File: src/rtl/regfile_sb.sv
// Register file with 2 registered read ports, write-through bypass, busy scoreboard and post-reset clear sweep.
// Optional even-parity storage and read check when REGFILE_PARITY_EN is defined.
module regfile_sb #(
  parameter int unsigned DATAWIDTH = 32,
  parameter int unsigned REGCOUNT  = 32,
  parameter int unsigned ZERO_REG  = 1,
  localparam int unsigned ADDRW    = $clog2(REGCOUNT)
) (
  input  logic                 clk,
  input  logic                 rst_n,
  output logic                 ready,
  input  logic [ADDRW-1:0]     readReg1,
  input  logic [ADDRW-1:0]     readReg2,
  output logic [DATAWIDTH-1:0] readData1,
  output logic [DATAWIDTH-1:0] readData2,
  output logic                 busy1,
  output logic                 busy2,
  input  logic                 write,
  input  logic [ADDRW-1:0]     writeReg,
  input  logic [DATAWIDTH-1:0] writeData,
  input  logic                 issue,
  input  logic [ADDRW-1:0]     issueReg,
  input  logic                 flush
`ifdef REGFILE_PARITY_EN
  ,
  output logic                 parity_err
`endif
);

  localparam logic [0:0]       ST_INIT  = 1'b0;
  localparam logic [0:0]       ST_RUN   = 1'b1;
  localparam logic [ADDRW-1:0] LAST_IDX = ADDRW'(REGCOUNT - 1);

  logic [0:0]           r_state;
  logic [0:0]           w_state_nxt;
  logic [ADDRW-1:0]     r_idx;
  logic [DATAWIDTH-1:0] r_regs [REGCOUNT];
  logic [REGCOUNT-1:0]  r_busy;
  logic [REGCOUNT-1:0]  w_busy_nxt;

  logic w_run;
  logic w_we;
  logic w_iss;
  logic w_zero1;
  logic w_zero2;
  logic w_byp1;
  logic w_byp2;

  assign w_run   = (r_state == ST_RUN);
  assign w_zero1 = (ZERO_REG != 0) && (readReg1 == '0);
  assign w_zero2 = (ZERO_REG != 0) && (readReg2 == '0);
  assign w_we    = w_run && write && !((ZERO_REG != 0) && (writeReg == '0));
  assign w_iss   = w_run && issue && !((ZERO_REG != 0) && (issueReg == '0));
  assign w_byp1  = w_we && (writeReg == readReg1);
  assign w_byp2  = w_we && (writeReg == readReg2);

  // Clear sweep runs once after reset, then RUN is terminal
  always_comb begin
    w_state_nxt = r_state;
    case (r_state)
      ST_INIT: if (r_idx == LAST_IDX) w_state_nxt = ST_RUN;
      ST_RUN:  w_state_nxt = ST_RUN;
      default: w_state_nxt = ST_INIT;
    endcase
  end

  always_ff @(posedge clk or negedge rst_n) begin
    if (!rst_n) begin
      r_state <= ST_INIT;
      r_idx   <= '0;
      ready   <= 1'b0;
    end else begin
      r_state <= w_state_nxt;
      ready   <= (w_state_nxt == ST_RUN);
      if (r_state == ST_INIT) r_idx <= r_idx + 1'b1;
    end
  end

  // Issue is applied after the write clear so a same-cycle new producer wins
  always_comb begin
    w_busy_nxt = r_busy;
    if (w_run) begin
      if (flush) begin
        w_busy_nxt = '0;
      end else begin
        if (w_we)  w_busy_nxt[writeReg] = 1'b0;
        if (w_iss) w_busy_nxt[issueReg] = 1'b1;
      end
    end
  end

  always_ff @(posedge clk or negedge rst_n) begin
    if (!rst_n) r_busy <= '0;
    else        r_busy <= w_busy_nxt;
  end

  always_ff @(posedge clk) begin
    if (r_state == ST_INIT) r_regs[r_idx]   <= '0;
    else if (w_we)          r_regs[writeReg] <= writeData;
  end

`ifdef REGFILE_PARITY_EN
  logic r_par [REGCOUNT];
  logic w_perr1;
  logic w_perr2;

  always_ff @(posedge clk) begin
    if (r_state == ST_INIT) r_par[r_idx]   <= 1'b0;
    else if (w_we)          r_par[writeReg] <= ^writeData;
  end

  assign w_perr1 = !w_zero1 && !w_byp1 && ((^r_regs[readReg1]) != r_par[readReg1]);
  assign w_perr2 = !w_zero2 && !w_byp2 && ((^r_regs[readReg2]) != r_par[readReg2]);

  always_ff @(posedge clk or negedge rst_n) begin
    if (!rst_n) parity_err <= 1'b0;
    else        parity_err <= w_run && (w_perr1 || w_perr2);
  end
`endif

  // Read ports: bypass the in-flight write, busy shows the post-edge scoreboard
  always_ff @(posedge clk or negedge rst_n) begin
    if (!rst_n) begin
      readData1 <= '0;
      readData2 <= '0;
      busy1     <= 1'b0;
      busy2     <= 1'b0;
    end else begin
      readData1 <= (!w_run || w_zero1) ? '0 : (w_byp1 ? writeData : r_regs[readReg1]);
      readData2 <= (!w_run || w_zero2) ? '0 : (w_byp2 ? writeData : r_regs[readReg2]);
      busy1     <= w_run && !w_zero1 && w_busy_nxt[readReg1];
      busy2     <= w_run && !w_zero2 && w_busy_nxt[readReg2];
    end
  end

endmodule

File: config.mk
export PLATFORM = sky130hd
export DESIGN_NAME = regfile_sb
export DESIGN_NICKNAME = d
export VERILOG_FILES = /design/src/rtl/regfile_sb.sv
export SDC_FILE = /design/constraint.sdc
export NUM_CORES = 1
export LEC_CHECK = 0
export BUFFER_PORTS_ARGS = -buffer_cell sky130_fd_sc_hd__buf_2
export CORE_AREA = 2 2 331 366
export CTS_CLUSTER_SIZE = 12
export DETAILED_ROUTE_END_ITERATION = 10
export DIE_AREA = 0 0 333 368
export PLACE_DENSITY = 0.62
export REMOVE_ABC_BUFFERS = 1
export SLEW_MARGIN = 20
export SYNTH_ARGS = -nofsm -noshare
export SYNTH_HDL_FRONTEND = slang
export SYNTH_SLANG_ARGS = --single-unit
File: constraint.sdc
create_clock -name clk -period 3.2 [get_ports clk]
set_clock_uncertainty 0.2 [all_clocks]
set_input_delay 0.8 -clock clk [delete_from_list [all_inputs] [get_ports clk]]
set_output_delay 0.8 -clock clk [all_outputs]
set_load 0.01 [all_outputs]
==> results.yml <==
clock_network:
  clk_latency_ps: 740
  cts.sinks: 1128
  cts.path.max_buffers: 3
  cts_buffers: 114
  cts_tree: "built"
  clkTransAtPathRegs_ps: 60
  cts-htree-levels: 3
  root_buffer: "clkbuf_16"
hold_path:
  min_path_cells: 3
  hold_path_end: "readData1[27]"
  min_from: "writeData[27]"
  min_path_type: "in2reg"
logic_synthesis:
  synth_edf_count: 1024
  netlist_area_sq_mm: 0.05312
  synth_area_per_cell_sq_um: 15.59
  ys_ff_latch: 1128
  yosysWarnings: 0
  ys_seq_area_share_pct: 62.78
  async_reset_ff_share_pct: 9.220
  synth_cell_types: 66
  synthCells: 3407
  ys.flop_type: "edfxtp_1"
power:
  p_leak_uw: 0.02305
  vdd_drop_max_v: 0.0004377
  power_density_mw_per_mm2: 516.4
timing:
  worst_pin_slew_ps: 741.1
  slew_headroom_pct: 50.59
  slew_violations: 0
  setup_violations: 0
  fin_crit_sh_pct: 95.04
  hold_violations: 0
  period_minus_slack_ps: 3041
  max_freq_mhz: 328.8
  grt_setup_unrepaired: "false"
  holdWs_ps: 94.79
  fin_tns_setup_ps: 0
setup_path:
  crit-reg2reg-launch: "r_state"
  rr_worst_depth: 8
  cp.required_ps: 3400
  endpoint_kind: "register"
  worst-setup-path-type: "reg2reg"
  worst_r2r_endpoint: "r_regs[29][24]"
  worstSetupStartpointType: "register"
  rrSetupSlack_ps: 160
  worst-path-max-fanout: 34
  crit_arrival_ps: 3240
routing:
  ant_nets: 0
  totalWireLength_um: 159000
  wl_per_cell_um: 29.56
  drc: 0
  drtIter0Drc: 3669
  viasPerCell: 6.397
  routed-via-count: 34410
  dr.pass1.iters: 7
cells_and_area:
  area_growth_pct: 18.03
  final_util_pct: 52.77
  final_common_cell: "edfxtp_1"
  layout_common_cells: "edfxtp_1 (1024), mux2i_1 (452), o21ai_0 (286)"
  final_cell_area_sq_mm: 0.06270
  nNetsFinal: 3787
  final_cell_count_no_fill: 5379
  drive_above_1_share_pct: 26.35
place:
  place_congestion: 0.8637
  port_buffers: 123
  place_inst: 5163
  dp.final_hpwl_um: 103100
  place_area_sq_mm: 0.05910
floorplan:
  die-area_sq_mm: 0.1225
  initial_core_util_pct: 44.71
  fp.dieW_um: 333
  boundaryPins: 124
  coreArea_sq_mm: 0.1188
  rows: 133
  die_h_um: 368
grt:
  first_global_vias: 35030
  overflow: 0
  track_usage_pct: 25.67
  grt_first_pass_wirelength_um: 231000
  antenna_found_initial: 3
  grt_max_degree: 58
job:
  max-cap-violations: 0
status:
  run_status: "finished clean"
-- routing by layer --
metal / GRT usage, % / routed length [um] / up-vias
met4: 9.494 / 5294 / 2
met1: 33.99 / 63650 / 17800
met2: 42.18 / 77010 / 1621
met5: 0 / 20 / -
li1: - / - / 14660
met3: 4.956 / 13000 / 327
-- worst max-delay path by stage --
stage                                end  cells after the start         from
after floorplan            readData2[10]                      6  readReg2[2]
after global placement      r_regs[6][6]                      9  writeReg[2]
after detailed placement   r_regs[6][17]                      9  writeReg[2]
after CTS                 r_regs[13][31]                      8      r_state
after global routing      r_regs[13][17]                      8      r_state
final                     r_regs[29][24]                      8      r_state
-- synth_stat cells (3+ instances only) --
| cell | n | share of area (%) |
|---|---|---|
| o22ai_1 | 5 | 0.059 |
| xnor2_1 | 9 | 0.15 |
| mux2i_1 | 452 | 8.5 |
| o311ai_1 | 6 | 0.099 |
| a211oi_1 | 4 | 0.057 |
| buf_2 | 90 | 0.85 |
| or2_2 | 7 | 0.082 |
| mux4_2 | 259 | 11 |
| and2_1 | 33 | 0.39 |
| nor3_1 | 7 | 0.066 |
| o211ai_1 | 46 | 0.65 |
| a22oi_1 | 130 | 1.8 |
| nand3b_1 | 4 | 0.057 |
| a311oi_1 | 3 | 0.049 |
| buf_1 | 20 | 0.14 |
| nor2b_1 | 11 | 0.13 |
| xor2_1 | 4 | 0.066 |
| nor3b_1 | 3 | 0.042 |
| nand4_1 | 5 | 0.059 |
| edfxtp_1 | 1024 | 58 |
| o311ai_0 | 5 | 0.082 |
| inv_1 | 17 | 0.12 |
| a32oi_1 | 7 | 0.12 |
| nor4_1 | 5 | 0.059 |
| nor2_1 | 110 | 0.78 |
| nand2b_1 | 10 | 0.12 |
| o21ai_1 | 30 | 0.28 |
| buf_4 | 10 | 0.14 |
| a21oi_1 | 65 | 0.61 |
| nand4b_1 | 3 | 0.049 |
| a221oi_1 | 192 | 3.2 |
| o21ai_0 | 286 | 2.7 |
| nand2_1 | 135 | 0.95 |
| mux2_2 | 70 | 1.5 |
| nand3_1 | 43 | 0.41 |
| or3_1 | 7 | 0.082 |
| o221ai_1 | 3 | 0.049 |
| dfrtp_1 | 104 | 4.9 |
| clkbuf_1 | 147 | 1.0 |
-- critical path, cell delays in order, from the launching register on --
cell and delay, ps:
dfrtp_1 550, o311a_2 290, buf_4 600, nand2_1 90
o21ai_0 170, nand2_1 160, buf_12 180, nor2_4 170
buf_12 240
-- cell type report --
| cell class | instances | area [sq um] |
|---|---|---|
| Antenna cell | 2 | 5.005 |
| Clock buffer | 193 | 3396 |
| Clock inverter | 20 | 191.4 |
| Fill cell | 9637 | 56110 |
| Inverter | 17 | 67.56 |
| Multi-Input combinational cell | 1993 | 18830 |
| Sequential cell | 1128 | 33350 |
| Tap cell | 1552 | 1942 |
| Timing Repair Buffer | 474 | 4922 |
-- flip-flops by register name, indices dropped and copies added (netlist names) --
| signal | count |
|---|---|
| r_regs | 1024 |
| r_busy | 32 |
| readData1 | 32 |
| readData2 | 32 |
| r_idx | 5 |
| busy1 | 1 |
| busy2 | 1 |
| r_state | 1 |
-- per-stage QoR --
stage / total power, uW / setup slack (ps)
floorplan: 17930 / -3340
global placement: 19700 / -318.9
detailed placement: 19730 / -235.1
CTS: 32580 / 189.3
global route: 33340 / 78.22
finish: 32380 / 158.6
-- cells by family after synthesis --
family | share of synthesized area, %
buffers and inverters | 2.332
xor gates and xnor gates | 0.2143
adders and majority gates | 0.04710
AOI/OAI and AO/OA | 10.12
and+or+nand+nor | 3.521
muxes | 20.98
DFF | 62.78
-- repair_timing --
action | CTS | global route
hold buffers | 1 | 0
setup buffers | 0 | 0
endpoints found under the hold margin | 52 | 0
gates resized for setup | 0 | 0
endpoints found under the setup margin | 0 | 0
-- power breakdown --
group	internal [uW]	switching [uW]
Clock	7340	5600
Combinational	1220	1940
Sequential	16200	41.9
(Power assumes the default switching activity.)
